**config.mk**
```make
export PLATFORM = sky130hd
export DESIGN_NAME = bht_btb_predictor
export DESIGN_NICKNAME = d
export VERILOG_FILES = /design/src/rtl/bp_pkg.sv /design/src/rtl/bp_sat_ctr.sv /design/src/rtl/bht_btb_predictor.sv
export SDC_FILE = /design/constraint.sdc
export NUM_CORES = 2
export LEC_CHECK = 0
export CAP_MARGIN = 10
export CORE_MARGIN = 1.5
export CORE_UTILIZATION = 42
export DETAILED_ROUTE_END_ITERATION = 8
export PLACE_DENSITY = 0.64
export SYNTH_ARGS = -nofsm -noshare
export SYNTH_HDL_FRONTEND = slang
export SYNTH_SLANG_ARGS = --single-unit
export TNS_END_PERCENT = 20
```
**constraint.sdc**
```tcl
create_clock -name clk -period 6.4 [get_ports clk]
set_input_delay 1.28 -clock clk [delete_from_list [all_inputs] [get_ports clk]]
set_output_delay 1.28 -clock clk [all_outputs]
set_load 0.1 [all_outputs]
```
**src/rtl/bp_pkg.sv**
```systemverilog
// bp_pkg: shared entry layout, counter constants and PC index/tag split for bht_btb_predictor.
package bp_pkg;
   localparam int BP_N = 32;
   localparam int BP_ENTRIES = 16;
   localparam int BP_CTR_W = 2;
   localparam int BP_IDX_W = $clog2(BP_ENTRIES);
   localparam int BP_TAG_W = BP_N - BP_IDX_W;
   localparam logic [BP_CTR_W-1:0] CTR_RST = {1'b0, {(BP_CTR_W-1){1'b1}}};
   localparam logic [BP_CTR_W-1:0] CTR_ALLOC = {1'b1, {(BP_CTR_W-1){1'b0}}};

   typedef struct packed {
      logic                valid;
      logic [BP_TAG_W-1:0] tag;
      logic [BP_N-1:0]     target;
      logic [BP_CTR_W-1:0] ctr;
   } entry_t;

   typedef struct packed {
      logic [BP_TAG_W-1:0] tag;
      logic [BP_IDX_W-1:0] idx;
   } pc_split_t;

   // Tag sits above the index bits, so the split is a plain reinterpretation of the PC.
   function automatic pc_split_t bp_split(input logic [BP_N-1:0] pc);
      return pc;
   endfunction
endpackage

```
**src/rtl/bp_sat_ctr.sv**
```systemverilog
// bp_sat_ctr: saturating up/down counter step (inc, dec, or hold when neither).
module bp_sat_ctr #(
   parameter int CTR_W = 2
) (
   input  logic             inc,
   input  logic             dec,
   input  logic [CTR_W-1:0] ctr_i,
   output logic [CTR_W-1:0] ctr_o
);
   localparam logic [CTR_W-1:0] ONE = 1;

   always_comb
      ctr_o = (inc && ctr_i != '1) ? ctr_i + ONE :
              (dec && ctr_i != '0) ? ctr_i - ONE : ctr_i;
endmodule

```
**src/rtl/bht_btb_predictor.sv**
```systemverilog
// bht_btb_predictor: direct-mapped BHT+BTB with zero-latency lookup and one-cycle update.
// Define BP_STATS_EN to add saturating lookup/mispredict statistics counters.
module bht_btb_predictor
   import bp_pkg::*;
#(
   parameter int N       = BP_N,
   parameter int ENTRIES = BP_ENTRIES,
   parameter int CTR_W   = BP_CTR_W
) (
   input  logic         clk,
   input  logic         rst,
   input  logic [N-1:0] lookup_pc,
   output logic         pred_hit,
   output logic         pred_taken,
   output logic [N-1:0] pred_target,
   input  logic         upd_valid,
   input  logic [N-1:0] upd_pc,
   input  logic         upd_taken,
   input  logic [N-1:0] upd_target,
   input  logic         flush,
`ifdef BP_STATS_EN
   output logic [31:0]  stat_lookups,
   output logic [31:0]  stat_mispredicts,
`endif
   output logic         upd_mispredict
);
   localparam logic [N-1:0] PC_ONE = 1;

   entry_t tbl_q [ENTRIES];
   entry_t tbl_d [ENTRIES];
   pc_split_t lk, up;
   entry_t le, ue, ne;
   logic u_hit, u_pred_taken;
   logic [N-1:0] u_pred_target;
   logic [CTR_W-1:0] ctr_nxt;

   always_comb begin
      lk = bp_split(lookup_pc);
      le = tbl_q[lk.idx];
      pred_hit = le.valid && le.tag == lk.tag;
      pred_taken = pred_hit && le.ctr[CTR_W-1];
      pred_target = pred_taken ? le.target : lookup_pc + PC_ONE;
   end

   // Same lookup rule applied to upd_pc against pre-update state.
   always_comb begin
      up = bp_split(upd_pc);
      ue = tbl_q[up.idx];
      u_hit = ue.valid && ue.tag == up.tag;
      u_pred_taken = u_hit && ue.ctr[CTR_W-1];
      u_pred_target = u_pred_taken ? ue.target : upd_pc + PC_ONE;
      upd_mispredict = upd_valid && (u_pred_taken != upd_taken ||
                       (upd_taken && u_pred_target != upd_target));
   end

   bp_sat_ctr #(.CTR_W(CTR_W)) u_ctr (
      .inc  (upd_taken),
      .dec  (!upd_taken),
      .ctr_i(ue.ctr),
      .ctr_o(ctr_nxt)
   );

   always_comb begin
      ne = u_hit ? '{valid: 1'b1, tag: ue.tag, target: upd_taken ? upd_target : ue.target, ctr: ctr_nxt} :
           upd_taken ? '{valid: 1'b1, tag: up.tag, target: upd_target, ctr: CTR_ALLOC} : ue;
      tbl_d = tbl_q;
      if (flush)
         for (int i = 0; i < ENTRIES; i++) tbl_d[i].valid = 1'b0;
      else if (upd_valid)
         tbl_d[up.idx] = ne;
   end

   always_ff @(posedge clk)
      if (rst)
         for (int i = 0; i < ENTRIES; i++) tbl_q[i] <= '{valid: 1'b0, tag: '0, target: '0, ctr: CTR_RST};
      else
         tbl_q <= tbl_d;

`ifdef BP_STATS_EN
   logic [31:0] stat_lookups_q, stat_lookups_d, stat_mispredicts_q, stat_mispredicts_d;

   always_comb begin
      stat_lookups_d = (&stat_lookups_q) ? stat_lookups_q : stat_lookups_q + 32'd1;
      stat_mispredicts_d = (upd_mispredict && !(&stat_mispredicts_q)) ? stat_mispredicts_q + 32'd1 : stat_mispredicts_q;
   end

   always_ff @(posedge clk)
      if (rst) begin
         stat_lookups_q <= '0;
         stat_mispredicts_q <= '0;
      end else begin
         stat_lookups_q <= stat_lookups_d;
         stat_mispredicts_q <= stat_mispredicts_d;
      end

   assign stat_lookups = stat_lookups_q;
   assign stat_mispredicts = stat_mispredicts_q;
`endif
endmodule

```
==> results.md <==
- Vias in the first global route: 43,000
- Yosys warning total: 0
- Slew HR: 19.3%
- Residual DRC: 0
- Biggest regs: tbl_q x1008
- Final Hold Fails: 0
- Synth unique cells: 72
- Critical path required time: 5.12 ns
- Total CTS buffers: 106
- Core area: 126,000 µm²
- Initial DRC Count: 5,616
- Max Clock Skew: 0.0433 ns
- Largest net degree at the start of global routing: 207
- Status: complete, but fails checks
- Hpwl dp: 124,000 µm
- Die Wd: 359 µm
- Routed wire length per instance: 27.2 µm
- Port buffer count: 135
- Critical path launch point type: input port
- # rows: 130
- Leakage: 21.0 nW
- Peak VDD IR: 0.000233 V
- # IOs: 136
- RSZ-0062 raised after global routing: true
- Post-Syn Nets: 5,398
- Pwr Total: 14.9 mW
- Synth Flop Type: dfxtp_1
- Tot GR Track Use: 29.2%
- Max-slew violations: 0
- TritonCTS Sinks: 1,008
- H-tree Lvls: 3
- DR vias: 45,200
- Initial cell density of the core: 42.3%
- CP Data Arrival Time: 5.54 ns
- Mean post-synth cell area: 10.1 µm²
- Minimum clock period: 6.82 ns
- DR vias/cell: 6.35
- Sequential area share after synthesis: 37.9%
- Layout cell share with drive strength beyond 1: 24.5%
- CTS tree: yes
- Most flop-heavy register: tbl_q
- Max reg flops: 1,008
- Worst-Margin Slew: 1.21 ns
- Crit Path Class: in -> out
- Syn-to-layout area delta: 18.7%
- Largest buffer count on any clock path: 3
- Die ar.: 129,000 µm²
- CTS Hold Bufs: 0
- Worst-skew pair later-pin latency: 0.75 ns
- Post-route setup slack: -0.416 ns
- Failing checks: setup timing
- Post-Route WL: 194,000 µm
- Grt ovf: 0
- Hold_ws: 0.459 ns
- Max cap viols: 0
- Worst Setup End Kind: output pin
- Peak Freq: 0.147 GHz
- First-pass GRT wire length: 286,000 µm
- Drt first pass iters: 5
- Synth Instances: 5,290
- Fin Setup TNS: -0.416 ns
- Setup-failing EPs final: 1
- Fraction of registers with async set/reset: 0%
- Hold Crit Class: reg -> reg
- Detail Route Antenna Nets: 0
- Net count, final: 5,488
- Routability cong.: 0.988
- Fin crit share: 106%
- Post-synth EDFFs: 0
- Worst-path clk slew: 0.06 ns
- Die height: 359 µm
- Initial antenna violation count: 7
- Clock root buffer: clkbuf_16
- Seq cells post-synth: 1,008
- Mapped Area: 53,200 µm²
- Power per cell area: 235 nW/µm²
- Crit-path max FO: 14
## layout by cell type (no fill, tap or decap), drive strengths merged, types with 17 or more instances in the layout
cell type      Yosys  routed
a211oi           832     832
a21oi            235     235
a22oi             38      38
a311oi            17      17
buf              163     480
clkbuf           430     156
clkdlybuf4s50      0      90
clkinv             0      21
dfxtp           1008    1008
inv               20      23
mux2              38      38
mux2i            177     177
mux4             532     532
nand2            104     104
nand3             38      38
nand4             27      27
nor2            1257    1257
nor3              33      33
o21ai             30      30
xnor2             79      79
xor2              44      44
## timing repair
item	CTS	global route
resized for setup	21	26
endpoints found under the setup margin	1	32
cloned	3	2
buffers inserted	0	1
pin swaps	3	4
## final timing paths
path	start	to	slack, ns	depth (start not counted)
min	tbl_q[945]$_SDFFE_PP1P_	tbl_q[945]$_SDFFE_PP1P_	0.46	1
max	upd_pc[1]	upd_mispredict	-0.42	17
min reg2reg	tbl_q[945]$_SDFFE_PP1P_	tbl_q[945]$_SDFFE_PP1P_	0.46	1
max reg2reg	tbl_q[309]$_SDFFE_PP0P_	tbl_q[366]$_SDFFE_PP0P_	2.17	15
## worst max-delay path, cell delays in order
cell and delay, ns:
buf_12 0.15, bufbuf_16 0.34, mux4_2 0.50, mux2i_1 0.15, buf_4 0.15, xor2_1 0.27
o2111a_1 0.30, a31oi_1 0.09, a211oi_2 0.27, nand4_2 0.25, o21a_1 0.27, or3_1 0.35
a2111o_1 0.42, nor4_2 0.27, buf_4 0.16, a21oi_4 0.09, buf_12 0.19
## layer usage
layer / track usage [%] / part of all wire (%)
met5: 0 / 0.026
met4: 11.9 / 4.2
met3: 5.65 / 9.6
met2: 45.4 / 45
met1: 39.9 / 41
## cells in the mapped netlist (all sizes together), types with 16 or more instances
cell type  instances  share of area, %
nor2            1257               8.9
dfxtp           1008                38
a211oi           832                12
mux4             532                23
clkbuf           430               3.0
a21oi            235               2.2
mux2i            177               3.5
buf              163               1.6
nand2            104              0.73
xnor2             79               1.3
xor2              44              0.72
a22oi             38              0.54
mux2              38              0.80
nand3             38              0.36
nor3              33              0.31
o21ai             30              0.28
nand4             27              0.33
inv               20              0.14
a311oi            17              0.28
a211o             16              0.26
and3              16              0.19
## cell families (layout without fill, tap and decap cells)
family,after synthesis,count (layout),synth area share (%)
DFF,1008,1008,37.9
other,0,5,0
muxes,747,747,26.8
adders and majority gates,7,7,0.165
xor gates and xnor gates,123,123,2.02
AOI/OAI and AO/OA,1258,1258,16.8
and+or+nand+nor,1534,1534,11.5
buffers and inverters,613,790,4.78
## final cells by class
cell class | count | area (µm²)
inverters | 20 | 85.1
flip-flops and latches | 1008 | 20200
multi-input cells | 3669 | 31200
clock inverters | 41 | 589
diodes | 5 | 12.5
fillers | 11100 | 62600
clock buffers | 154 | 3130
repair buffers | 575 | 5960
well taps | 1650 | 2060
## metrics by stage
step | std cells | instance area (µm²) | utilization, % | setup slack (ns)
after floorplan | 5290 | 53600 | - | -0.0191
after global placement | 6907 | 58900 | 46.9 | -0.577
after detailed placement | 6910 | 59000 | 46.9 | -0.536
after CTS | 7108 | 62900 | 50.0 | -0.340
after global routing | 7118 | 63200 | 50.2 | -0.569
final | 7122 | 63200 | 50.2 | -0.416
## report_power, final
group / internal, mW / leakage, nW / switching, mW
sequential: 6.35 / 8.13 / 0.0575
combinational: 0.728 / 11.0 / 1.12
clock: 3.82 / 1.82 / 2.79
total: 10.9 / 21.0 / 3.96
Note: power is estimated with default switching activity, not from simulation.
